===== src/rtl/bytecode_fetch_pkg.sv =====
// Shared constants for the bytecode fetch stage (address width, default depth, empty byte).
package bytecode_fetch_pkg;

  localparam int         BCF_ADDR_W        = 16;
  localparam int         BCF_DEFAULT_DEPTH = 4;
  localparam logic [7:0] BCF_NOP_BYTE      = 8'h00;

endpackage


===== src/rtl/bytecode_fetch_if.sv =====
// Bytecode memory read port: single-outstanding req/ack with data returned on the ack cycle.
interface bytecode_fetch_if
  import bytecode_fetch_pkg::*;
#(
  parameter int ADDR_W = BCF_ADDR_W
);
  logic              mem_req;
  logic [ADDR_W-1:0] mem_addr;
  logic              mem_ack;
  logic [7:0]        mem_rdata;

  modport master (output mem_req, output mem_addr, input mem_ack, input mem_rdata);
  modport slave  (input mem_req, input mem_addr, output mem_ack, output mem_rdata);
endinterface


===== src/rtl/bytecode_fetch_fifo.sv =====
// bcf_fifo: DEPTHx8 synchronous FIFO with push, pop, flush; head reads as the NOP byte when empty.
module bcf_fifo
  import bytecode_fetch_pkg::*;
#(
  parameter int DEPTH = BCF_DEFAULT_DEPTH,
  parameter int CNT_W = $clog2(DEPTH + 1)
) (
  input  logic             clk,
  input  logic             reset,
  input  logic             push,
  input  logic [7:0]       push_data,
  input  logic             pop,
  input  logic             flush,
  output logic [7:0]       head_data,
  output logic [CNT_W-1:0] count,
  output logic             empty,
  output logic             full
);
  localparam int PTR_W = $clog2(DEPTH);

  logic [7:0]       mem_q [DEPTH];
  logic [7:0]       mem_d [DEPTH];
  logic [PTR_W-1:0] wr_ptr_q, wr_ptr_d;
  logic [PTR_W-1:0] rd_ptr_q, rd_ptr_d;
  logic [CNT_W-1:0] count_q, count_d;
  logic             do_push, do_pop;

  assign empty     = (count_q == '0);
  assign full      = (count_q == CNT_W'(DEPTH));
  assign count     = count_q;
  assign head_data = empty ? BCF_NOP_BYTE : mem_q[rd_ptr_q];

  always_comb begin
    do_pop   = pop && !empty;
    do_push  = push && (!full || do_pop);
    mem_d    = mem_q;
    wr_ptr_d = wr_ptr_q;
    rd_ptr_d = rd_ptr_q;
    count_d  = count_q;
    if (flush) begin
      wr_ptr_d = '0;
      rd_ptr_d = '0;
      count_d  = '0;
    end else begin
      if (do_push) begin
        mem_d[wr_ptr_q] = push_data;
        wr_ptr_d        = wr_ptr_q + 1'b1;
      end
      if (do_pop) rd_ptr_d = rd_ptr_q + 1'b1;
      // pointers wrap naturally because DEPTH is a power of two
      if (do_push && !do_pop) count_d = count_q + 1'b1;
      else if (do_pop && !do_push) count_d = count_q - 1'b1;
    end
  end

  always_ff @(posedge clk) begin
    if (reset) begin
      for (int i = 0; i < DEPTH; i++) mem_q[i] <= BCF_NOP_BYTE;
      wr_ptr_q <= '0;
      rd_ptr_q <= '0;
      count_q  <= '0;
    end else begin
      mem_q    <= mem_d;
      wr_ptr_q <= wr_ptr_d;
      rd_ptr_q <= rd_ptr_d;
      count_q  <= count_d;
    end
  end
endmodule


===== src/rtl/bytecode_fetch.sv =====
// Prefetching bytecode fetch stage feeding JVM decode; BCF_PREFETCH_EN enables fetching up to
// DEPTH bytes ahead, otherwise one byte is fetched on demand.
//
// state   | meaning
// ST_IDLE | no request outstanding
// ST_REQ  | request held on the bus until mem_ack; discard_q marks its data stale
module bytecode_fetch
  import bytecode_fetch_pkg::*;
#(
  parameter int ADDR_W = BCF_ADDR_W,
  parameter int DEPTH  = BCF_DEFAULT_DEPTH
) (
  input  logic              clk,
  input  logic              reset,
  bytecode_fetch_if.master  mem,
  output logic [7:0]        iram_data,
  output logic              waiting,
  input  logic              advance,
  input  logic              redirect,
  input  logic [ADDR_W-1:0] redirect_pc,
  output logic [ADDR_W-1:0] pc
);
  localparam int CNT_W = $clog2(DEPTH + 1);
`ifdef BCF_PREFETCH_EN
  localparam int ISSUE_LIMIT = DEPTH;
`else
  localparam int ISSUE_LIMIT = 1;
`endif

  localparam logic [0:0] ST_IDLE = 1'b0;
  localparam logic [0:0] ST_REQ  = 1'b1;

  logic [0:0]        state_q, state_d;
  logic              discard_q, discard_d;
  logic [ADDR_W-1:0] fetch_ptr_q, fetch_ptr_d;
  logic [ADDR_W-1:0] pc_q, pc_d;
  logic [ADDR_W-1:0] mem_addr_q, mem_addr_d;
  logic              fifo_push, fifo_pop, fifo_flush;
  logic              fifo_empty, fifo_full;
  logic [CNT_W-1:0]  fifo_count;
  logic              can_issue;

  bcf_fifo #(.DEPTH(DEPTH), .CNT_W(CNT_W)) u_fifo (
    .clk       (clk),
    .reset     (reset),
    .push      (fifo_push),
    .push_data (mem.mem_rdata),
    .pop       (fifo_pop),
    .flush     (fifo_flush),
    .head_data (iram_data),
    .count     (fifo_count),
    .empty     (fifo_empty),
    .full      (fifo_full)
  );

  assign mem.mem_req  = (state_q == ST_REQ);
  assign mem.mem_addr = mem_addr_q;
  assign waiting      = fifo_empty;
  assign pc           = pc_q;
  assign can_issue    = !fifo_full && (fifo_count < CNT_W'(ISSUE_LIMIT));

  always_comb begin
    state_d     = state_q;
    discard_d   = discard_q;
    fetch_ptr_d = fetch_ptr_q;
    pc_d        = pc_q;
    mem_addr_d  = mem_addr_q;
    fifo_push   = 1'b0;
    fifo_pop    = 1'b0;
    fifo_flush  = 1'b0;
    if (redirect) begin
      fifo_flush  = 1'b1;
      pc_d        = redirect_pc;
      fetch_ptr_d = redirect_pc;
      // the in-flight handshake completes normally; only its byte is dropped
      if (state_q == ST_REQ) begin
        if (mem.mem_ack) begin
          state_d   = ST_IDLE;
          discard_d = 1'b0;
        end else begin
          discard_d = 1'b1;
        end
      end
    end else begin
      fifo_pop = advance && !fifo_empty;
      if (fifo_pop) pc_d = pc_q + 1'b1;
      case (state_q)
        ST_IDLE: begin
          if (can_issue) begin
            state_d    = ST_REQ;
            mem_addr_d = fetch_ptr_q;
          end
        end
        default: begin
          if (mem.mem_ack) begin
            state_d   = ST_IDLE;
            discard_d = 1'b0;
            if (!discard_q) begin
              fifo_push   = 1'b1;
              fetch_ptr_d = fetch_ptr_q + 1'b1;
            end
          end
        end
      endcase
    end
  end

  always_ff @(posedge clk) begin
    if (reset) begin
      state_q     <= ST_IDLE;
      discard_q   <= 1'b0;
      fetch_ptr_q <= '0;
      pc_q        <= '0;
      mem_addr_q  <= '0;
    end else begin
      state_q     <= state_d;
      discard_q   <= discard_d;
      fetch_ptr_q <= fetch_ptr_d;
      pc_q        <= pc_d;
      mem_addr_q  <= mem_addr_d;
    end
  end
endmodule


===== src/flat_wrapper.sv =====
// flat-port wrapper written by rule: the top's interface ports become plain ports
module bytecode_fetch_flat import bytecode_fetch_pkg::*;
#(
  parameter int ADDR_W = BCF_ADDR_W,
  parameter int DEPTH  = BCF_DEFAULT_DEPTH
)
  (clk, reset, iram_data, waiting, advance, redirect, redirect_pc, pc, mem_mem_req, mem_mem_addr, mem_mem_ack, mem_mem_rdata);
  bytecode_fetch_if #(.ADDR_W(ADDR_W)) mem_i ();
  input  logic clk;
  input  logic reset;
  output logic [7:0] iram_data;
  output logic waiting;
  input  logic advance;
  input  logic redirect;
  input  logic [ADDR_W-1:0] redirect_pc;
  output logic [ADDR_W-1:0] pc;
  output wire logic [$bits(mem_i.mem_req)-1:0] mem_mem_req;
  output wire logic [$bits(mem_i.mem_addr)-1:0] mem_mem_addr;
  input wire logic [$bits(mem_i.mem_ack)-1:0] mem_mem_ack;
  input wire logic [$bits(mem_i.mem_rdata)-1:0] mem_mem_rdata;
  assign mem_mem_req = mem_i.mem_req;
  assign mem_mem_addr = mem_i.mem_addr;
  assign mem_i.mem_ack = mem_mem_ack;
  assign mem_i.mem_rdata = mem_mem_rdata;
  bytecode_fetch #(.ADDR_W(ADDR_W), .DEPTH(DEPTH)) u_core (.clk(clk), .reset(reset), .mem(mem_i), .iram_data(iram_data), .waiting(waiting), .advance(advance), .redirect(redirect), .redirect_pc(redirect_pc), .pc(pc));
endmodule

===== config.mk =====
export PLATFORM = sky130hd
export DESIGN_NAME = bytecode_fetch_flat
export DESIGN_NICKNAME = d
export VERILOG_FILES = /design/src/rtl/bytecode_fetch_pkg.sv /design/src/rtl/bytecode_fetch_if.sv /design/src/rtl/bytecode_fetch_fifo.sv /design/src/rtl/bytecode_fetch.sv /design/src/flat_wrapper.sv
export SDC_FILE = /design/constraint.sdc
export NUM_CORES = 1
export LEC_CHECK = 0
export ABC_AREA = 1
export CAP_MARGIN = 20
export CORE_UTILIZATION = 52
export DETAILED_ROUTE_END_ITERATION = 8
export PLACE_DENSITY = 0.8
export RECOVER_POWER = 100
export REMOVE_ABC_BUFFERS = 1
export SKIP_LAST_GASP = 1
export SYNTH_ARGS = -nofsm -noshare
export SYNTH_HDL_FRONTEND = slang
export SYNTH_HIERARCHICAL = 1
export SYNTH_SLANG_ARGS = --single-unit

===== constraint.sdc =====
create_clock -name clk -period 6.2 [get_ports clk]
set_input_delay 1.55 -clock clk [delete_from_list [all_inputs] [get_ports clk]]
set_output_delay 1.55 -clock clk [all_outputs]
set_load 0.005 [all_outputs]

* Yosys cells after proc, flatten, opt, wreduce, memory -nomap -nowiden
Cells that the tools add are included.
Operators by class: $mul 0, multiplexer cells 30, magnitude comparators 4, reductions and logical operators 22, equality and inequality tests 2, $add $sub $neg 6, shifts and indexed selects 0, div/mod/pow operators 0, bitwise gates (word level) 5
Operators with widths (number):
- two-way mux 16 bit | 6
- adder 16 x 1 -> 16 bit (second input constant) | 2
- bitwise mux 32 bit | 1
- two-way mux 8 bit | 4
- binary-select mux 8 bit (select 2 bit) | 1
- demux 8 bit (select 2 bit) | 1
- two-way mux 1 bit | 15
- nonzero test 2 bit | 4
- logical AND 1 bit | 7
- greater-or-equal comparator 3 bit (second input constant) | 2
- less-than comparator 3 x 1 -> 1 bit (second input constant) | 2
- two-way mux 3 bit | 2
- NOT 2 -> 3 bit | 2
- AND reduction 3 bit | 2
- adder 2 x 1 -> 2 bit (second input constant) | 2
- zero test 1 bit | 4
- AND reduction 2 bit | 2
- adder 3 x 1 -> 3 bit (second input constant) | 1
- equality test 3 bit (second input constant) | 1
- zero test 3 bit | 1
- NOT 1 bit | 3
- subtractor 3 x 1 -> 3 bit (second input constant) | 1
- inequality test 2 bit (second input constant) | 1
- OR reduction 2 bit | 1
- logical OR 1 bit | 1
Word-level totals: memory bits (writable) 0, memories kept 0, output and inout port bits 42, register bits after elaboration 89, bits in latches 0, logic and storage cells 81, ROM bits 0, bits of input ports 29

* Depth between registers and ports, before layout
Gate-level depths: netlist of run 1.
word-level depth 11, depth in mapped cells 19, mapped depth without buffers 18

* By module
Netlist of run 1, hierarchy kept.
By module, submodules not included:
- bytecode_fetch | cells an instance 396, times used 1, sequential area each 1001.0 µm², area an instance 2625.0 µm²
- bcf_fifo | cells an instance 303, times used 1, sequential area each 780.7 µm², area an instance 1975.6 µm²

* Worst setup path before layout of run 1
OpenSTA, ideal clock, no wires.
path kind input to register, from input advance, to register u_core.u_fifo.count_q[2], in the netlist u_core/u_fifo/count[2], cell stages on the path 14, setup time 0.120 ns, arrival 3.445 ns, data required time 6.080 ns, path buffers 1, setup slack 2.635 ns, cells stage by stage nand2_1 nor2_1 buf_2 inv_1 nand3_4 nand2_1 inv_1 ha_1 inv_1 fa_1 inv_1 o21ai_0 a211oi_1 nor2_1
On the way: cells in the longest elaborated chain, start to end 8, elaborated cells between the ends (all ways) 11, classes of those cells mux (2); reduce/logical (9)
Ends and longest elaborated chain:
- start, declared | line flat_wrapper.sv:13 | input logic advance;
- logical AND 1 bit * | line bytecode_fetch.sv:85 | fifo_pop = advance && !fifo_empty;
- two-way mux 1 bit * | line bytecode_fetch.sv:71 | if (redirect) begin
- via u_core.fifo_pop | line bytecode_fetch.sv:38 | logic fifo_push, fifo_pop, fifo_flush;
- logical AND 1 bit * | line bytecode_fetch_fifo.sv:34 | do_pop = pop && !empty;
- logical OR 1 bit * | line bytecode_fetch_fifo.sv:35 | do_push = push && (!full || do_pop);
- logical AND 1 bit * | line bytecode_fetch_fifo.sv:35
- via u_core.u_fifo.do_push | line bytecode_fetch_fifo.sv:26 | logic do_push, do_pop;
- zero test 1 bit | line bytecode_fetch_fifo.sv:52 | else if (do_pop && !do_push) count_d = count_q - 1'b1;
- logical AND 1 bit | line bytecode_fetch_fifo.sv:52
- nonzero test 2 bit (no line)
- end signal, assigned | line bytecode_fetch_fifo.sv:66 | count_q <= count_d;
- end, declared | line bytecode_fetch_fifo.sv:25 | logic [CNT_W-1:0] count_q, count_d;
Mark *: on every way through the listed nets, which the timed path passes. The rest lies on a longest branch. A chain may end at the register's enable or synchronous reset.

* Worst setup path in the final report of run 1
from input redirect, to register u_core.u_fifo.count_q[2], in the netlist u_core/u_fifo/count[2]
On the way: cells in the longest elaborated chain, start to end 7, elaborated cells between the ends (all ways) 13, classes of those cells mux (4); reduce/logical (9)
Ends and longest elaborated chain:
- start, declared | line flat_wrapper.sv:14 | input logic redirect;
- two-way mux 1 bit | line bytecode_fetch.sv:71
- logical AND 1 bit | line bytecode_fetch_fifo.sv:34
- logical OR 1 bit | line bytecode_fetch_fifo.sv:35
- logical AND 1 bit * | line bytecode_fetch_fifo.sv:35
- via u_core.u_fifo.do_push | line bytecode_fetch_fifo.sv:26
- zero test 1 bit | line bytecode_fetch_fifo.sv:52
- logical AND 1 bit | line bytecode_fetch_fifo.sv:52
- nonzero test 2 bit (no line)
Marked as above.

==> impl_results.md, run 1 <==
* Outcome: finished, final reports clean
* Setup TNS at 0 ns
* Startpoint Class: input pin
* Post-route setup slack at 1.56 ns
* Die area at a little over 9000 µm²
* Gate count of the mapped netlist at around 700
* Max H-tree Level at 3
* Initial antenna violation count at 0
* Worst clock skew at around 0.0075 ns
* Critical Path AT at just under 5 ns
* WL/cell at about 14 µm
* Gr ovfl total at 0
* CTS tree: done
* Post-synth cell types at 33
* Tot Pwr at roughly 1.2 mW
* Layout cell share with drive strength beyond 1 at 0.0366
* IO Port Bufs at 70
* Hold Path Class: flip-flop to flip-flop
* Final critical-path required period at ~4.6 ns
* CTS buffer count at 9
* Setup Slack @ Placement at around 1.6 ns
* Post-Route Utilization at 0.653
* Reg-to-reg slack, setup at 3.17 ns
* Warnings, synthesis at 6
* Ant. Diodes at 0
* Crit Reg-Reg Endpoint: u_core/u_fifo/count[2]
* Post_cts resized at 0
* Routed vias at 4727
* RePlAce Congestion at 0.891
* Reg-to-Reg Start: u_core/mem.mem_req
* CP Class: input pin to flip-flop
* Drt pass-1 iters at 5
* CP Capture Point: u_core/u_fifo/count[2]
* Multi-input gate area at between 2000 and 2500 µm²
* Setup violators final at 0
* Post-detailed-route via-to-cell ratio at 5.43
* Final Max Slew Viols at 0
* Starting Density at 0.549
* Slew @ Worst Pin at 1.16 ns
* Die width at 96.1 µm
* Total detailed-routing wirelength at approximately 12000 µm
* Clock Latency Late Sink at around 0.37 ns
* Clk buf depth at 2
* Layout area overhead at 18.9%
* Required time of the worst setup path at ~6.5 ns
* Pin count of the biggest net entering global routing at 34
* Worst setup EP type: flip-flop
* Crit. Startpoint: redirect
* VDD IR max at between 0.00015 and 0.0002 V
* Avg Cell Area, Syn at between 6 and 7 µm²
* Fmax at ~220 MHz
* PD cells at 212 nW/µm²
* CTS Hold Buffers Added at 0
* RSZ-0062 raised after global routing: no
* Clock-pin slew on the worst setup and hold paths at approximately 0.090 ns
* DP HPWL at 8700 µm
* First DRT Iteration DRCs at about 240
* Normalized max-slew margin at 0.225
* Post-synth top area cell: dfxtp_1
* Reg2Reg Depth at 13
* ANT nets after route at 0
* Reg area at 1780 µm²
* Crit-path max FO at 25
* Global-route wire length before repair at between 15000 and 20000 µm
* Leakage at 2.39 nW
* Sequential share of the synthesized area at 0.387
* Vias in the first global route at between 4000 and 5000
* Final net count at approximately 800
* CTS sink count at 89
* Final Hold Viols at 0
* Row cnt at 33
* Crit share post-route at 0.748
* FF+latch count, synth at between 80 and 90
* Synthesized area at around 4600 µm²
* Top cells by area, synth: dfxtp_1, nand2_1, nor2_1, a21oi_1, inv_1
* Io pins at 71
* Post-CTS Setup Bufs at 0
* Number of remaining DRC errors at 0
* CTS Root Cell: clkbuf_8
* Total core area at approximately 8400 µm²
* Die H at between 90 and 100 µm
* Gr usage total at 0.271
* # fillers at approximately 760
* Synth top area share at 0.387
* Max-cap violations at 0
## logic make-up (layout without fill, tap and decap cells)
logic type | Yosys count | count (layout) | synth area share
simple gates | 340 | 340 | 0.315
compound gates | 144 | 144 | 0.162
buf+inv | 111 | 178 | 0.0993
flops | 89 | 89 | 0.387
fa+ha+maj | 8 | 8 | 0.0234
xor+xnor | 7 | 7 | 0.0133
## per-layer routing
metal,vias up,global-route usage,part of all wire
li1,2352,-,-
met3,30,0.0624,0.071
met2,206,0.488,0.50
met4,0,0.104,0.026
met5,-,0,0
met1,2139,0.308,0.40
## worst min path at each step
stage,endpoint,cells after the start,startpoint,slack [ns]
final,u_core/mem.mem_addr[15],2,u_core/fetch_ptr_q[15],0.52
after global routing,u_core/mem.mem_addr[15],2,u_core/fetch_ptr_q[15],0.54
after CTS,u_core/mem.mem_addr[15],2,u_core/fetch_ptr_q[15],0.51
after detailed placement,u_core/mem.mem_addr[15],2,u_core/fetch_ptr_q[15],0.50
after global placement,u_core/mem.mem_addr[15],2,u_core/fetch_ptr_q[15],0.48
after floorplan,u_core/mem.mem_addr[15],2,u_core/fetch_ptr_q[15],0.46
## cells in the mapped netlist
cell and count:
o21bai_1 1, nand2_1 174, nor2_1 110, a21oi_1 69, inv_2 4, nor2_2 5
a211oi_1 1, clkinv_1 1, buf_1 1, nand4_2 4, buf_2 5, a31oi_1 12
dfxtp_1 89, nand4_1 11, nor3_4 1, nand3_4 1, o21ai_0 44, nand3_2 1
nand3_1 26, ha_1 7, o31ai_1 1, or2_2 2, o21ai_1 15, xor2_1 7
fa_1 1, nor2_4 3, clkbuf_1 9, o21a_1 1, nand2_2 1, buf_4 7
nor3_1 1, inv_1 83, buf_6 1
## report_power, final
part	internal [mW]	leakage, nW	switching [mW]
logic	0.0621	1.58	0.0770
clock network	0.187	0.0847	0.216
registers	0.596	0.727	0.0223
## cell type report
class,instances,share of cell area
Tap cell,105,0.0240
Clock buffer,10,0.0233
Timing Repair Buffer,74,0.132
Multi-Input combinational cell,499,0.422
Sequential cell,89,0.326
Clock inverter,6,0.0126
Inverter,88,0.0604
## layout by cell type (no fill, tap or decap)
cell	instances
nor2_4	2
bufinv_16	1
dfxtp_1	89
nand3_4	1
or2_2	2
inv_2	2
xor2_1	7
a21oi_1	69
o21a_1	1
nor2_1	111
o31ai_1	1
fa_1	1
nor3_1	2
nor2_2	5
nand3_1	27
o21bai_1	1
nand2_1	175
o21ai_1	4
clkdlybuf4s50_1	27
clkinv_4	1
buf_4	1
dlygate4sd3_1	43
ha_1	7
a31oi_1	12
clkinvlp_4	4
clkinv_1	1
inv_1	85
o21ai_0	55
a211oi_1	1
clkbuf_8	9
clkbuf_1	4
nand4_1	15
## critical path: stages
cell	delay [ns]
dlygate4sd3_1	0.53
clkbuf_1	0.46
nor2_2	0.75
nand2_1	0.25
inv_1	0.11
ha_1	0.22
inv_1	0.09
fa_1	0.38
inv_1	0.11
o21ai_0	0.13
a211oi_1	0.23
nor2_1	0.07
## metrics by stage
stage	hold slack, ns	instance area (µm²)	instances
floorplan	0.458	4470	676
global placement	0.483	5330	854
detailed placement	0.500	5330	854
CTS	0.515	5530	870
global route	0.535	5470	871
finish	0.515	5470	871
## flip-flops by register name (all words and copies together), names as in the netlist
name	cells
u_core/u_fifo/count	3
u_core/u_fifo/mem_q	32
u_core/mem.mem_addr	16
u_core/discard_q	1
u_core/fetch_ptr_q	16
u_core/u_fifo/wr_ptr_q	2
u_core/pc	16
u_core/mem.mem_req	1
u_core/u_fifo/rd_ptr_q	2
Note: power is estimated with default switching activity, not from simulation.
==> run 2: changes to the inputs <==
- clock period: 6.2 -> 4.5 ns (I/O delays scaled with it)
==> run 2 against run 1 <==
- sequential share of layout area barely moved
- register-to-register slack got worse by 1.5 ns
- final area fell by 0.11%
- clock power rose by 28%
- combinational power rose by 37%
- wire length fell by 2.4%
- highest routed layer unchanged
- cell count rose by 0.23%
- sequential power rose by 38%
- flip-flop and latch count did not move
- die area did not move
==> impl_results.md, run 2 (same netlist as run 1, synthesis figures left out) <==
* Outcome: finished, final reports clean
* Most used cell, CP: clkbuf_1
* Post-detailed-route via-to-cell ratio at 5.37 (-0.97%)
* Clk buf depth at 2 (unchanged)
* Combinational power share at 0.122 (+0.002)
* HP Start: u_core/discard_q
* Total core area at 8380 µm² (unchanged)
* Worst clock skew at 0.0132 ns (+0.00573 ns)
* Startpoint Class: input pin
* Routed vias at 4692 (-0.74%)
* Normalized max-slew margin at 0.224 (-0.00156)
* Layout cell share with drive strength beyond 1 at 0.0391 (+0.00251)
* Post_cts resized at 0 (unchanged)
* Number of remaining DRC errors at 0 (unchanged)
* Clock-pin slew on the worst setup and hold paths at 0.09 ns (about the same)
* Io pins at 71 (unchanged)
* Max-cap violations at 0 (unchanged)
* CP max stage delay at 0.89 ns (+0.14 ns)
* Ant. Diodes at 0 (unchanged)
* Net switching power at 0.442 mW (+40%)
* IO Port Bufs at 70 (unchanged)
* CTS sink count at 89 (unchanged)
* Final Hold Viols at 0 (unchanged)
* Reg2Reg Depth at 16 (+3)
* Reg with most FFs: u_core/u_fifo/mem_q
* Crit-path max FO at 33 (+32%)
* Final Max Slew Viols at 0 (unchanged)
* Clock Power Share at 0.330 (-0.017)
* Row cnt at 33 (unchanged)
* Post-CTS Setup Bufs at 0 (unchanged)
* RePlAce Congestion at 0.905 (+1.6%)
* Gr ovfl total at 0 (unchanged)
* Vias in the first global route at 4385 (+3.0%)
* Die width at 96.1 µm (unchanged)
* Hold Path Class: flip-flop to flip-flop
* Pin count of the biggest net entering global routing at 34 (unchanged)
* Crit-path cells: dlygate4sd3_1 -> clkbuf_1 -> inv_1 -> nand3_1 -> nor3_1 -> clkbuf_1 -> o21ai_0 -> a21oi_1
* Hold endpoint: u_core/discard_q
* Worst setup EP type: flip-flop
* PD cells at 284 nW/µm² (+34%)
* DP HPWL at 8490 µm (-2.3%)
* WL/cell at 13.8 µm (-2.7%)
* Final critical-path required period at ~3.8 ns
* Die area at 9230 µm² (unchanged)
* Starting Density at 0.549 (unchanged)
* CP Class: input pin to flip-flop
* Critical Path AT at 4.10 ns (-0.79 ns)
* Commonest cells after routing, fill and taps aside: nand2_1, nor2_1, dfxtp_1
* Crit Reg-Reg Endpoint: u_core/u_fifo/count[2]
* Final net count at 800 (+0.25%)
* Global-route wire length before repair at 19500 µm (+1.1%)
* Sequential Power Share at 0.548 (+0.015)
* CP max stage cell: clkbuf_1
* VDD IR max at 0.000138 V (-14%)
* Initial antenna violation count at 0 (unchanged)
* Max H-tree Level at 3 (unchanged)
* Reg-to-reg slack, setup at 1.66 ns (-1.51 ns)
* First DRT Iteration DRCs at 262 (+8.7%)
* Buffers & Inverters on Critical Path at 4 (-1)
* Setup TNS at 0 ns (unchanged)
* Hold WS at 0.488 ns (-0.0274 ns)
* Sw Ratio at 0.284 (+0.0129)
* Required time of the worst setup path at 4.78 ns (-1.68 ns)
* Commonest non-fill, non-tap cell in the layout: nand2_1
* CTS Hold Buffers Added at 0 (unchanged)
* Number of flip-flops in the largest register at 32 (unchanged)
* Gr usage total at 0.269 (-0.00211)
* Leakage at 2.41 nW (+0.59%)
* Slew @ Worst Pin at 1.16 ns (+0.00233 ns)
* Setup violators final at 0 (unchanged)
* Total detailed-routing wirelength at 12000 µm (-2.4%)
* Worst Hold Depth at 2 (unchanged)
* ANT nets after route at 0 (unchanged)
* CP delay by family, top: buffers and inverters
* CTS Root Cell: clkbuf_8
* Clock Latency Late Sink at 0.37 ns (about the same)
* Die H at 96.1 µm (unchanged)
* CTS buffer count at 9 (unchanged)
* P_int at 1.11 mW (+32%)
* CTS tree: done
* RSZ-0062 raised after global routing: no
* Crit share post-route at 0.850
* Layout area overhead at 18.8%
* Drt pass-1 iters at 5 (unchanged)
* Fmax at about 260 MHz
* Reg-to-Reg Start: u_core/u_fifo/count[0]
==> run 2: worst max path at each step <==
| stage | start | to | slack [ns] | cells past startpoint |
|---|---|---|---|---|
| 3_3_place_gp | mem_mem_ack | u_core/u_fifo/count[2] | 0.85 | 15 |
| 6_report | redirect | u_core/mem.mem_addr[8] | 0.67 | 8 |
| 5_1_grt | redirect | u_core/mem.mem_addr[6] | 0.39 | 8 |
| 3_5_place_dp | mem_mem_ack | u_core/u_fifo/count[2] | 0.70 | 15 |
| 2_1_floorplan | advance | u_core/u_fifo/count[2] | 1.16 | 13 |
| 4_1_cts | u_core/u_fifo/rd_ptr_q[0] | iram_data[1] | 1.00 | 5 |
==> run 2: layout make-up <==
cell class / instances / area [µm²]
multi-input combinational: 499 / 2300
inverter: 88 / 330
clock buffer: 9 / 124
clock inverter: 7 / 55.1
fill: 798 / 2920
sequential: 89 / 1780
tap: 105 / 131
timing repair buffer: 76 / 738
==> run 2: stage by stage <==
| stage | power (mW) | util | instance area (µm²) | setup slack (ns) | instances |
|---|---|---|---|---|---|
| floorplan | 0.957 | - | 4470 | 1.16 | 676 |
| finish | 1.55 | 0.652 | 5460 | 0.673 | 873 |
| detailed placement | 1.07 | 0.638 | 5350 | 0.698 | 857 |
| global route | 1.62 | 0.652 | 5460 | 0.388 | 873 |
| CTS | 1.58 | 0.660 | 5530 | 1.00 | 873 |
| global placement | 1.07 | 0.638 | 5350 | 0.846 | 857 |
==> run 2: worst min-delay path, cell delays in order, from the launching register on <==
cell and delay (ns):
dfxtp_1 0.34, a21oi_1 0.04, nor2_1 0.07
==> run 2: power groups by stage <==
stage          combinational [mW]  sequential [mW]  clock (mW)
2_1_floorplan              0.0914            0.866           0
3_3_place_gp                0.199            0.870           0
3_5_place_dp                0.204            0.871           0
4_1_cts                     0.205            0.853       0.519
5_1_grt                     0.212            0.856       0.550
6_report                    0.190            0.851       0.513
==> run 2: layer usage <==
layer | GRT usage | routed length, µm | vias up
met1 | 0.319 | 5040 | 2143
met2 | 0.483 | 5960 | 182
met3 | 0.0442 | 786 | 16
li1 | - | - | 2351
met5 | 0 | 0 | -
met4 | 0.0983 | 227 | 0
==> run 3: changes to the inputs <==
- clock period: 4.5 -> 3.6 ns (I/O delays scaled with it)
==> run 3 against run 2 <==
- first-iteration DRC count increased by 9.5%
- final area increased by 1.9%
- clock skew decreased by 0.0050 ns
- cell count increased by 0.11%
- largest cell class unchanged
- highest routed layer unchanged
==> impl_results.md, run 3 (same netlist as run 1, synthesis figures left out) <==
* Layout cell share with drive strength beyond 1 at 0.0442 (+0.00515)
* Reg-to-reg slack, setup at 0.72 ns (-0.94 ns)
* Vias in the first global route at 4215 (-3.9%)
* Reg2Reg Depth at 17 (+1)
* CTS buffer count at 9 (unchanged)
* Initial antenna violation count at 0 (unchanged)
* Post-DP Area at 5360 µm² (+0.14%)
* Row cnt at 33 (unchanged)
* Number of flip-flops in the largest register at 32 (unchanged)
* Gr ovfl total at 0 (unchanged)
* Worst clock skew at 0.00821 ns (-0.00497 ns)
* Total core area at 8380 µm² (unchanged)
* Crit Reg-Reg Endpoint: u_core/u_fifo/count[2]
* Setup violators final at 0 (unchanged)
* Setup TNS at 0 ns (unchanged)
* Crit. Startpoint: u_core/u_fifo/rd_ptr_q[1]
* Max H-tree Level at 3 (unchanged)
* GR met2 Demand/Resource at 0.497 (+0.0136)
* Post-route setup slack at 0.186 ns (-0.487 ns)
* Max-cap violations at 0 (unchanged)
* Routed vias at 4678 (-0.30%)
* Worst setup EP type: output port
* Clk buf depth at 2 (unchanged)
* ANT nets after route at 0 (unchanged)
* Worst Hold Depth at 2 (unchanged)
* Startpoint Class: flip-flop
* Final net count at 801 (+0.13%)
* PD cells at 395 nW/µm² (+39%)
* Commonest cells after routing, fill and taps aside: nand2_1, nor2_1, dfxtp_1
* IO Port Bufs at 70 (unchanged)
* CTS tree: done
* Met1 usage in global routing at 0.309 (-0.0108)
* RePlAce Congestion at 0.871 (-3.8%)
* Pin count of the biggest net entering global routing at 34 (unchanged)
* Most used cell, CP: a21oi_1
* Final Hold Viols at 0 (unchanged)
* Crit-path cells: clkinv_1 -> a21oi_1 -> o21ai_0 -> a21oi_1 -> dlygate4sd3_1
* CP Class: flip-flop to output port
* Number of remaining DRC errors at 0 (unchanged)
* Outcome: finished, final reports clean
* Leakage at 2.46 nW (+2.2%)
* VDD IR max at 0.000253 V (+83%)
* CP Capture Point: iram_data[0]
* P_int at 1.67 mW (+50%)
* Met3 usage at 0.0466 (+0.00237)
* Io pins at 71 (unchanged)
* Clock Power Share at 0.407 (+0.077)
* Gr usage total at 0.268 (-0.000681)
* WL/cell at 13.8 µm (+0.18%)
* Tot Pwr at 2.20 mW (+42%)
* CP max stage delay at 0.62 ns (-0.27 ns)
* Hold Path Class: flip-flop to flip-flop
* Slew @ Worst Pin at 1.02 ns (-0.142 ns)
* CTS Hold Buffers Added at 0 (unchanged)
* Design Area, Final at 5570 µm² (+1.9%)
* Crit share post-route at 0.948
* Post-Route Utilization at 0.664 (+0.0121)
* Crit-path max FO at 11 (-67%)
* Die width at 96.1 µm (unchanged)
* Total detailed-routing wirelength at 12000 µm (+0.30%)
* Post_cts resized at 0 (unchanged)
* Fmax at 293 MHz
* Post-detailed-route via-to-cell ratio at 5.35 (-0.41%)
* Most Used Layer, Global Route: met2
* First DRT Iteration DRCs at 287 (+9.5%)
* CP max stage cell: dfxtp_1
* Sw Ratio at 0.242 (-0.0423)
* Combinational power share at 0.110 (-0.012)
* Post-CTS Setup Bufs at 0 (unchanged)
* Sequential Power Share at 0.483 (-0.065)
* Die area at 9230 µm² (unchanged)
* CTS sink count at 89 (unchanged)
* Normalized max-slew margin at 0.318 (+0.0938)
* RSZ-0062 raised after global routing: no
* Critical Path AT at 2.51 ns (-1.59 ns)
* CTS Root Cell: clkbuf_8
* Commonest non-fill, non-tap cell in the layout: nand2_1
* Global-route wire length before repair at 19100 µm (-1.7%)
* Die H at 96.1 µm (unchanged)
* Setup Slack @ Placement at 0.295 ns (-0.403 ns)
* Starting Density at 0.549 (unchanged)
* Clock-pin slew on the worst setup and hold paths at 0.08 ns (about the same)
* Clock Latency Late Sink at 0.36 ns (about the same)
* Final critical-path required period at between 3 and 4 ns
* Reg-to-Reg Start: u_core/u_fifo/count[0]
* Ant. Diodes at 0 (unchanged)
* Reg with most FFs: u_core/u_fifo/mem_q
* Required time of the worst setup path at 2.70 ns (-2.08 ns)
* DP HPWL at 8640 µm (+1.7%)
* Net switching power at 0.533 mW (+21%)
* Drt pass-1 iters at 5 (unchanged)
* Final Max Slew Viols at 0 (unchanged)
* Layout area overhead at 21.0%
run 3: power by group through the flow:
stage | Clock, mW | Combinational (mW) | Sequential [mW]
after detailed placement | 0 | 0.255 | 1.09
after CTS | 0.909 | 0.257 | 1.07
final | 0.895 | 0.241 | 1.06
after global routing | 0.949 | 0.266 | 1.07
after floorplan | 0 | 0.114 | 1.08
after global placement | 0 | 0.249 | 1.09
run 3: final cells by class:
type	instances	area (µm²)
timing repair buffer	77	747
clock buffer	9	124
multi-input combinational	499	2310
sequential	89	1780
clock inverter	7	141
tap	105	131
inverter	88	330
fill	742	2820
run 3: metal layers:
layer | up-vias | share of wire
li1 | 2356 | -
met1 | 2163 | 0.42
met2 | 139 | 0.50
met3 | 20 | 0.054
met4 | 0 | 0.022
met5 | - | 0
run 3: worst min-delay path by stage:
stage,from,endpoint,slack [ns]
2_1_floorplan,u_core/fetch_ptr_q[15],u_core/mem.mem_addr[15],0.46
3_3_place_gp,u_core/fetch_ptr_q[15],u_core/mem.mem_addr[15],0.48
3_5_place_dp,u_core/fetch_ptr_q[15],u_core/mem.mem_addr[15],0.49
4_1_cts,u_core/fetch_ptr_q[15],u_core/mem.mem_addr[15],0.50
5_1_grt,u_core/fetch_ptr_q[15],u_core/mem.mem_addr[15],0.54
6_report,u_core/fetch_ptr_q[15],u_core/mem.mem_addr[15],0.50
run 3: worst max-delay path, delay by kind of cell, from the launching register on:
family                 cells  cell delay [ns]
flip-flops                 1             0.62
AO/OA/AOI/OAI              3             0.52
buffers and inverters      2             1.02
run 3: through the flow:
step	hold WS, ns	cells
2_1_floorplan	0.458	676
3_3_place_gp	0.477	858
3_5_place_dp	0.486	858
4_1_cts	0.499	874
5_1_grt	0.537	874
6_report	0.498	874
